## src/rtl/axi_rdata_bram_packer.sv

```systemverilog
// Packs PACK consecutive AXI read beats into one BRAM word and writes TOTAL_NUM beats per stage from address 0.
// Optional: define AXI_RPACK_PARTIAL_FLUSH_EN to write out a partially filled word when a stage is aborted.
module axi_rdata_bram_packer #(
    parameter int AXI_DW    = 32,
    parameter int PACK      = 2,
    parameter int BRAM_AW   = 14,
    parameter int TOTAL_NUM = 1536
) (
    input  logic                   axi_ACLK,
    input  logic                   axi_ARESET,
    input  logic                   stage_start,
    input  logic [AXI_DW-1:0]      axi_RDATA,
    input  logic                   axi_RLAST,
    input  logic                   axi_SHAKE,
    output logic                   bram_wea,
    output logic [BRAM_AW-1:0]     bram_addra,
    output logic [AXI_DW*PACK-1:0] bram_dina,
    output logic                   bram_wdone,
    output logic                   err_overrun,
    output logic                   err_rlast
);

    localparam int LANE_W = (PACK > 1) ? $clog2(PACK) : 1;
    localparam int BEAT_W = (TOTAL_NUM > 1) ? $clog2(TOTAL_NUM) : 1;
    localparam logic [LANE_W-1:0] LAST_LANE = LANE_W'(PACK - 1);
    localparam logic [BEAT_W-1:0] LAST_BEAT = BEAT_W'(TOTAL_NUM - 1);

    generate
        if (PACK < 1 || TOTAL_NUM < 1 || (TOTAL_NUM % PACK) != 0 ||
            longint'(TOTAL_NUM / PACK) > (64'd1 << BRAM_AW)) begin : g_bad_cfg
            $error("axi_rdata_bram_packer: illegal PACK/TOTAL_NUM/BRAM_AW combination");
        end
    endgenerate

    typedef enum logic [1:0] {IDLE, RUN, DONE} state_t;

    state_t                        state_q;
    logic                          start_q;
    logic [BEAT_W-1:0]             beat_cnt_q;
    logic [LANE_W-1:0]             lane_q;
    logic [BRAM_AW-1:0]            word_cnt_q;
    logic [PACK-1:0][AXI_DW-1:0]   pack_q;
    logic [PACK-1:0][AXI_DW-1:0]   pack_d;

    // Pack register with the current beat merged in; feeds both the lane update and the full-word write.
    always_comb begin
        pack_d         = pack_q;
        pack_d[lane_q] = axi_RDATA;
    end

    always_ff @(posedge axi_ACLK or posedge axi_ARESET) begin
        if (axi_ARESET) begin
            state_q     <= IDLE;
            start_q     <= 1'b0;
            beat_cnt_q  <= '0;
            lane_q      <= '0;
            word_cnt_q  <= '0;
            pack_q      <= '0;
            bram_wea    <= 1'b0;
            bram_addra  <= '0;
            bram_dina   <= '0;
            bram_wdone  <= 1'b0;
            err_overrun <= 1'b0;
            err_rlast   <= 1'b0;
        end else begin
            start_q  <= stage_start;
            bram_wea <= 1'b0;
            case (state_q)
                IDLE: begin
                    // A beat coincident with the start edge is dropped: counting begins next cycle.
                    if (stage_start && !start_q) begin
                        beat_cnt_q  <= '0;
                        lane_q      <= '0;
                        word_cnt_q  <= '0;
                        pack_q      <= '0;
                        bram_wdone  <= 1'b0;
                        err_overrun <= 1'b0;
                        err_rlast   <= 1'b0;
                        state_q     <= RUN;
                    end
                end
                RUN: begin
                    if (!stage_start) begin
`ifdef AXI_RPACK_PARTIAL_FLUSH_EN
                        if (lane_q != '0) begin
                            bram_wea   <= 1'b1;
                            bram_addra <= word_cnt_q;
                            bram_dina  <= pack_q;
                        end
`endif
                        lane_q  <= '0;
                        pack_q  <= '0;
                        state_q <= IDLE;
                    end else if (axi_SHAKE) begin
                        beat_cnt_q <= beat_cnt_q + 1'b1;
                        if (lane_q == LAST_LANE) begin
                            bram_wea   <= 1'b1;
                            bram_addra <= word_cnt_q;
                            bram_dina  <= pack_d;
                            word_cnt_q <= word_cnt_q + 1'b1;
                            lane_q     <= '0;
                            pack_q     <= '0;
                        end else begin
                            pack_q <= pack_d;
                            lane_q <= lane_q + 1'b1;
                        end
                        // TOTAL_NUM is a multiple of PACK, so this edge also issues the final write.
                        if (beat_cnt_q == LAST_BEAT) begin
                            bram_wdone <= 1'b1;
                            err_rlast  <= !axi_RLAST;
                            state_q    <= DONE;
                        end
                    end
                end
                DONE: begin
                    if (axi_SHAKE) err_overrun <= 1'b1;
                    if (!stage_start) state_q <= IDLE;
                end
                default: state_q <= IDLE;
            endcase
        end
    end

endmodule

```

## config.mk

```make
export PLATFORM = sky130hd
export DESIGN_NAME = axi_rdata_bram_packer
export DESIGN_NICKNAME = d
export VERILOG_FILES = /design/src/rtl/axi_rdata_bram_packer.sv
export SDC_FILE = /design/constraint.sdc
export NUM_CORES = 1
export LEC_CHECK = 0
export ABC_CLOCK_PERIOD_IN_PS = 4950
export BUFFER_PORTS_ARGS = -buffer_cell sky130_fd_sc_hd__buf_2
export CAP_MARGIN = 20
export CORE_MARGIN = 2
export CORE_UTILIZATION = 45
export CTS_CLUSTER_DIAMETER = 80
export DETAILED_ROUTE_END_ITERATION = 6
export PLACE_DENSITY = 0.7
export SKIP_CTS_REPAIR_TIMING = 1
export SYNTH_ARGS = -nofsm -noshare
export SYNTH_HDL_FRONTEND = slang
export SYNTH_SLANG_ARGS = --single-unit
```

## constraint.sdc

```tcl
create_clock -name axi_ACLK -period 4.95 [get_ports axi_ACLK]
set_clock_uncertainty 0.2 [all_clocks]
set_input_delay 0.7425 -clock axi_ACLK [delete_from_list [all_inputs] [get_ports axi_ACLK]]
set_output_delay 0.7425 -clock axi_ACLK [all_outputs]
set_load 0.01 [all_outputs]
```

==> results.txt, run 1 <==
largest net degree at the start of global routing = 110
GPL Wtd Cong = 0.7857
Die Width = 116.9 µm
I/O pin total = 119
final hold vios = 0
core box area = 0.01252 mm²
max-slew violation count = 0
layout filler cell count = 1117
Syn Inst Count = 582
Tcrit/Tclk final = 52.70%
Max Freq = 383.4 MHz
I/O Buffers = 118
Setup TNS Final = 0 ns
global-route wire length before repair = 21030 µm
vias in the first global route = 4300
Power, Total = 2994 µW
clk_lat worst skew = 0.42 ns
Worst Hold Class = flop to flop
Post-synth top cells = nand2_1 (250), dfrtp_1 (143), a22o_1 (32)
GRT overflow = 0
htree depth = 4
Worst path max stage delay = 0.56 ns
Synth top area share = 62.42%
most frequent cell after synthesis = nand2_1
initial drt markers = 388
critical path class = flop to flop
worst path required time = 5.08 ns
Antenna Violating Nets Remaining = 0
synth top area cells = dfrtp_1 (62%), nand2_1 (16%), a22o_1 (4.9%)
Slowest cell on crit path = dfrtp_1
outcome = finished clean
Worst EP arrival = 2.74 ns
Layout area overhead = 23.13%
Clock Tree Root = clkbuf_16
Die Y = 116.9 µm
Antenna diodes = 0
initial antenna violation count = 0
final net count = 732
Synth Cell Area = 0.005733 mm²
CP delay by family, top = buffers and inverters
CP cell instances = nand3b_2 -> or2_2 -> inv_2 -> buf_4 -> nand2_1 -> o21ai_0
starting density of the core = 45.80%
Leakage Power = 0.003886 µW
Max Cap Viol = 0
Total GRT Usage = 20.11%
Yosys cell types = 42
clk sinks = 143
Syn Nets = 621
Async SR Flop Fraction = 100.0%
crit start category = flop
Final setup viols = 0
worst slew pin tran = 0.9555 ns
WL per Instance = 14.91 µm
vias per inst = 5.107
Worst setup EP type = flop
Inserted Clock Buffers = 17
DRC Markers = 0
Crit Path Max Fanout = 44
Synth area leader = dfrtp_1
Period minus WS final = 2.609 ns
CTS Buffer Depth = 2
clock-pin slew on the worst setup and hold paths = 0.06 ns
EDFF count, synth = 0
Critical path buffers and inverters = 2
RSZ-0062 raised after global routing = false
die area = 0.01366 mm²
CTS tree = yes
routed wire length = 13090 µm
Mean Syn Cell Area = 9.851 µm²
hpwl dp = 8517 µm
Synth Flop Type = dfrtp_1
pwr dens = 424.1 mW/mm²
row count = 41
layout cells sized above 1 = 23.37%
synth warn = 0
DRT Pass-1 Iters = 5
max_slew headroom = 36.30%
FF+latch count, synth = 143
sequential area share after synthesis = 62.42%
Max VDD drop = 0.0002312 V
Via Count = 4484
==> per-layer routing <==
layer	global-route usage, %	share of wire [%]
met4	8.392	1.9
met3	5.664	5.1
met1	27.94	46
met5	0	0
met2	29.90	47
==> final cells by class <==
type	instances	area, µm²	area share (%)
Clock inverter	12	161.4	2.286
Timing Repair Buffer	123	648.1	9.181
Clock buffer	20	446.7	6.328
Inverter	9	38.79	0.5495
Multi-Input combinational cell	399	1971	27.92
Tap cell	172	215.2	3.049
Sequential cell	143	3578	50.69
==> where the power goes <==
| part | internal (µW) | switching, µW |
|---|---|---|
| sequential | 1290 | 68.3 |
| clock | 809 | 488 |
| combinational | 137 | 204 |
==> registers in the layout, summed over array words and instances, names as in the netlist, 2 cells and up <==
signal / cells
beat_cnt_q: 11
bram_addra: 14
bram_dina: 64
pack_q: 32
state_q: 2
word_cnt_q: 14
==> logic make-up after synthesis <==
group / count (synthesis) / share of synthesized area (%)
muxes: 1 / 0.1964
and+or+nand+nor: 308 / 22.87
adders and majority gates: 2 / 0.4364
AOI/OAI and AO/OA: 84 / 10.21
xor gates and xnor gates: 4 / 0.6110
buffers and inverters: 40 / 3.252
DFF: 143 / 62.42
==> metrics by stage <==
stage          util, %  setup slack [ns]  hold WS, ns  instance area (µm²)  cells
3_3_place_gp     51.32             2.098       0.2494                 6424    845
2_1_floorplan        -            0.1696       0.2391                 5733    582
5_1_grt          56.40             2.121       0.2949                 7059    878
3_5_place_dp     51.32             2.045       0.2482                 6424    845
4_1_cts          56.18             2.334       0.2634                 7032    877
6_report         56.40             2.341       0.2641                 7059    878
==> cells in the final DEF (no fill, tap or decap), types with 2 or more instances in the layout <==
cell / instances
a31oi_1: 2
clkbuf_1: 2
buf_4: 4
nand2_1: 250
a21o_1: 2
xor2_1: 4
nand2b_1: 3
a22o_1: 32
nand4_1: 8
nor2b_1: 2
ha_1: 2
a21oi_1: 13
o21ai_0: 21
buf_2: 118
clkbuf_16: 17
inv_1: 7
or3_1: 4
o31ai_1: 8
dfrtp_1: 143
clkinv_4: 4
and4_1: 4
and3_1: 3
nand3_1: 8
bufinv_16: 3
and2_1: 3
nor2_1: 8
or4_1: 5
inv_6: 2
clkinvlp_4: 3
==> worst paths after layout <==
check	startpoint	end	slack [ns]	cells after the start
min in group asynchronous	axi_ARESET	bram_dina[49]	0.35	2
worst min-delay path	pack_q[6]	bram_dina[6]	0.26	2
worst min register to register	pack_q[6]	bram_dina[6]	0.26	2
worst max-delay path	state_q[0]	word_cnt_q[2]	2.34	6
max in group asynchronous	axi_ARESET	bram_wdone	3.19	3
worst max register to register	state_q[0]	word_cnt_q[2]	2.34	6
==> worst min-delay path, delay by kind of cell (launching register included) <==
family / cells / cell delay (ns)
flip-flops: 1 / 0.34
AND/OR/NAND/NOR: 2 / 0.10
No activity file was read; power rests on OpenSTA's default activity.
==> inputs of run 2 (changes only) <==
Settings changed: ABC_CLOCK_PERIOD_IN_PS 4950 to 2400, PLACE_DENSITY 0.7 to 0.68.
Clock period 4.95 ns to 2.4 ns, I/O delays scaled along.
==> run 2 against run 1 <==
  * The flow now finishes with violations (negative hold slack)
  * Count of clock-buffer cells in the layout rose by 1
  * Final cell count rose by 4.0%
  * Final area rose by 4.9%
  * Utilization rose by 2.8 points
  * First-iteration DRC count fell by 27%
  * Non-clock buffer count rose by 36
  * Global-route usage fell by 0.30 points
  * Largest cell class unchanged
  * Highest routed layer unchanged
==> results.txt, run 2 (synthesis results as in run 1) <==
Finished Core Util = 59.18% (+2.8 points)
pwr dens = 812.2 mW/mm² (+92%)
Crit Path Max Fanout = 39 (-11%)
CTS tree = yes
hpwl dp = 8437 µm (-0.94%)
clock-pin slew on the worst setup and hold paths = 0.06 ns (about the same)
clk_lat worst skew = 0.41 ns (about the same)
Tcrit/Tclk final = 91.77%
Antenna Violating Nets Remaining = 0 (unchanged)
Final setup viols = 0 (unchanged)
most frequent cells in the layout = nand2_1 (250), dfrtp_1 (143), buf_2 (118), dlygate4sd3_1 (33), a22o_1 (32)
max-slew violation count = 0 (unchanged)
global-route wire length before repair = 21020 µm (about the same)
Crit path top cell by count = nand2_1
die area = 0.01366 mm² (unchanged)
GRT overflow = 0 (unchanged)
Max Cap Viol = 0 (unchanged)
worst slew pin tran = 0.6733 ns (-0.2823 ns)
I/O pin total = 119 (unchanged)
Worst Hold Class = primary input to flop
max reg flops = 64 (unchanged)
most common cell after layout, fill and taps aside = nand2_1
routed wire length = 13350 µm (+2.0%)
Critical path buffers and inverters = 4 (+2)
Setup TNS Final = 0 ns (unchanged)
DRC Markers = 0 (unchanged)
Hold Path Cell Cnt = 3 (+1)
Layout area overhead = 29.20%
Slowest cell on crit path = dlygate4sd3_1
Most flops, register = bram_dina
vias in the first global route = 4476 (+4.1%)
Antenna diodes = 0 (unchanged)
Inserted Clock Buffers = 17 (unchanged)
Max VDD drop = 0.0004443 V (+92%)
DRT Pass-1 Iters = 4 (-1)
Min Hold Slack = -0.008163 ns (-0.2723 ns)
htree depth = 4 (unchanged)
crit start category = primary input
Worst EP arrival = 2.36 ns (-0.38 ns)
Clock Tree Root = clkbuf_16
clk sinks = 143 (unchanged)
CTS Buffer Depth = 2 (unchanged)
CP delay by family, top = buffers and inverters
GPL Wtd Cong = 0.7918 (+0.78%)
layout filler cell count = 1127 (+0.90%)
final net count = 768 (+4.9%)
RSZ-0062 raised after global routing = false
final hold vios = 2 (+2)
vias per inst = 5.045 (-1.2%)
largest net degree at the start of global routing = 96 (-13%)
Via Count = 4606 (+2.7%)
I/O Buffers = 118 (unchanged)
Period minus WS final = 2.203 ns
Die Y = 116.9 µm (unchanged)
leading registers by flop count = bram_dina (64), pack_q (32)
initial antenna violation count = 0 (unchanged)
CP cell instances = dlygate4sd3_1 -> buf_2 -> nand3b_2 -> or2_2 -> inv_2 -> buf_12 -> nand2_1 -> nand2_1
Leakage Power = 0.004023 µW (+3.5%)
worst path required time = 2.55 ns (-2.53 ns)
Critical Path Stages = 8 (+2)
layout cells sized above 1 = 22.81% (-0.56 points)
WL per Instance = 14.63 µm (-1.9%)
initial drt markers = 283 (-27%)
Worst Reg-to-Reg Cells = 6 (unchanged)
failing checks = negative hold slack
max_slew headroom = 55.11% (+19 points)
Worst path max stage delay = 0.52 ns (-0.04 ns)
Worst setup EP type = flop
outcome = complete, but fails checks
starting density of the core = 45.80% (unchanged)
Total GRT Usage = 19.81% (-0.30 points)
row count = 41 (unchanged)
core box area = 0.01252 mm² (unchanged)
Die Width = 116.9 µm (unchanged)
critical path class = primary input to flop
Max Freq = 454.0 MHz
==> run 2: power breakdown <==
group / leakage [µW] / internal, µW / switching (µW) / total (µW)
logic: 0.00181 / 322 / 427 / 748
clock network: 0.000267 / 1490 / 973 / 2470
registers: 0.00195 / 2660 / 144 / 2800
total: 0.00402 / 4470 / 1540 / 6020
==> run 2: routing by layer <==
layer	share of wire [%]	up-vias	global-route usage, %
li1	-	2221	-
met1	45	2253	26.10
met2	49	110	31.18
met3	4.4	22	6.231
met4	1.9	0	7.059
met5	0	-	0
==> run 2: metrics by stage <==
stage	instance area (µm²)	worst slack, ns	power [µW]	hold slack, ns	instances
2_1_floorplan	5737	0.04894	3208	0.1914	582
3_5_place_dp	6515	0.2037	3546	0.2553	849
5_1_grt	7407	0.04842	6299	0.0007165	913
4_1_cts	7074	0.1909	6025	-0.1666	880
6_report	7407	0.1975	6016	-0.008163	913
3_3_place_gp	6515	0.3076	3515	0.2493	849
==> run 2: cell type report <==
type | count | area [µm²] | area share, %
sequential | 143 | 3578 | 48.31
timing repair buffer | 159 | 1044 | 14.09
multi-input combinational | 399 | 1973 | 26.64
clock buffer | 21 | 470.5 | 6.351
inverter | 9 | 37.54 | 0.5068
tap | 172 | 215.2 | 2.905
clock inverter | 10 | 88.84 | 1.199
==> run 2: tightest hold or removal path: cells and delay by family <==
family | cells | cell delay [ns]
buffers and inverters | 1 | 0.10
AND/OR/NAND/NOR | 2 | 0.11
==> run 2: path summary, 6_finish.rpt <==
| path | startpoint | endpoint | slack [ns] |
|---|---|---|---|
| min | axi_RDATA[6] | bram_dina[38] | -0.008 |
| max | stage_start | bram_dina[56] | 0.20 |
| max reg2reg | state_q[0] | bram_dina[56] | 0.22 |
| min in group asynchronous | axi_ARESET | bram_dina[1] | 0.38 |
| min reg2reg | bram_dina[14] | bram_dina[14] | 0.27 |
| max in group asynchronous | axi_ARESET | bram_dina[18] | 1.13 |
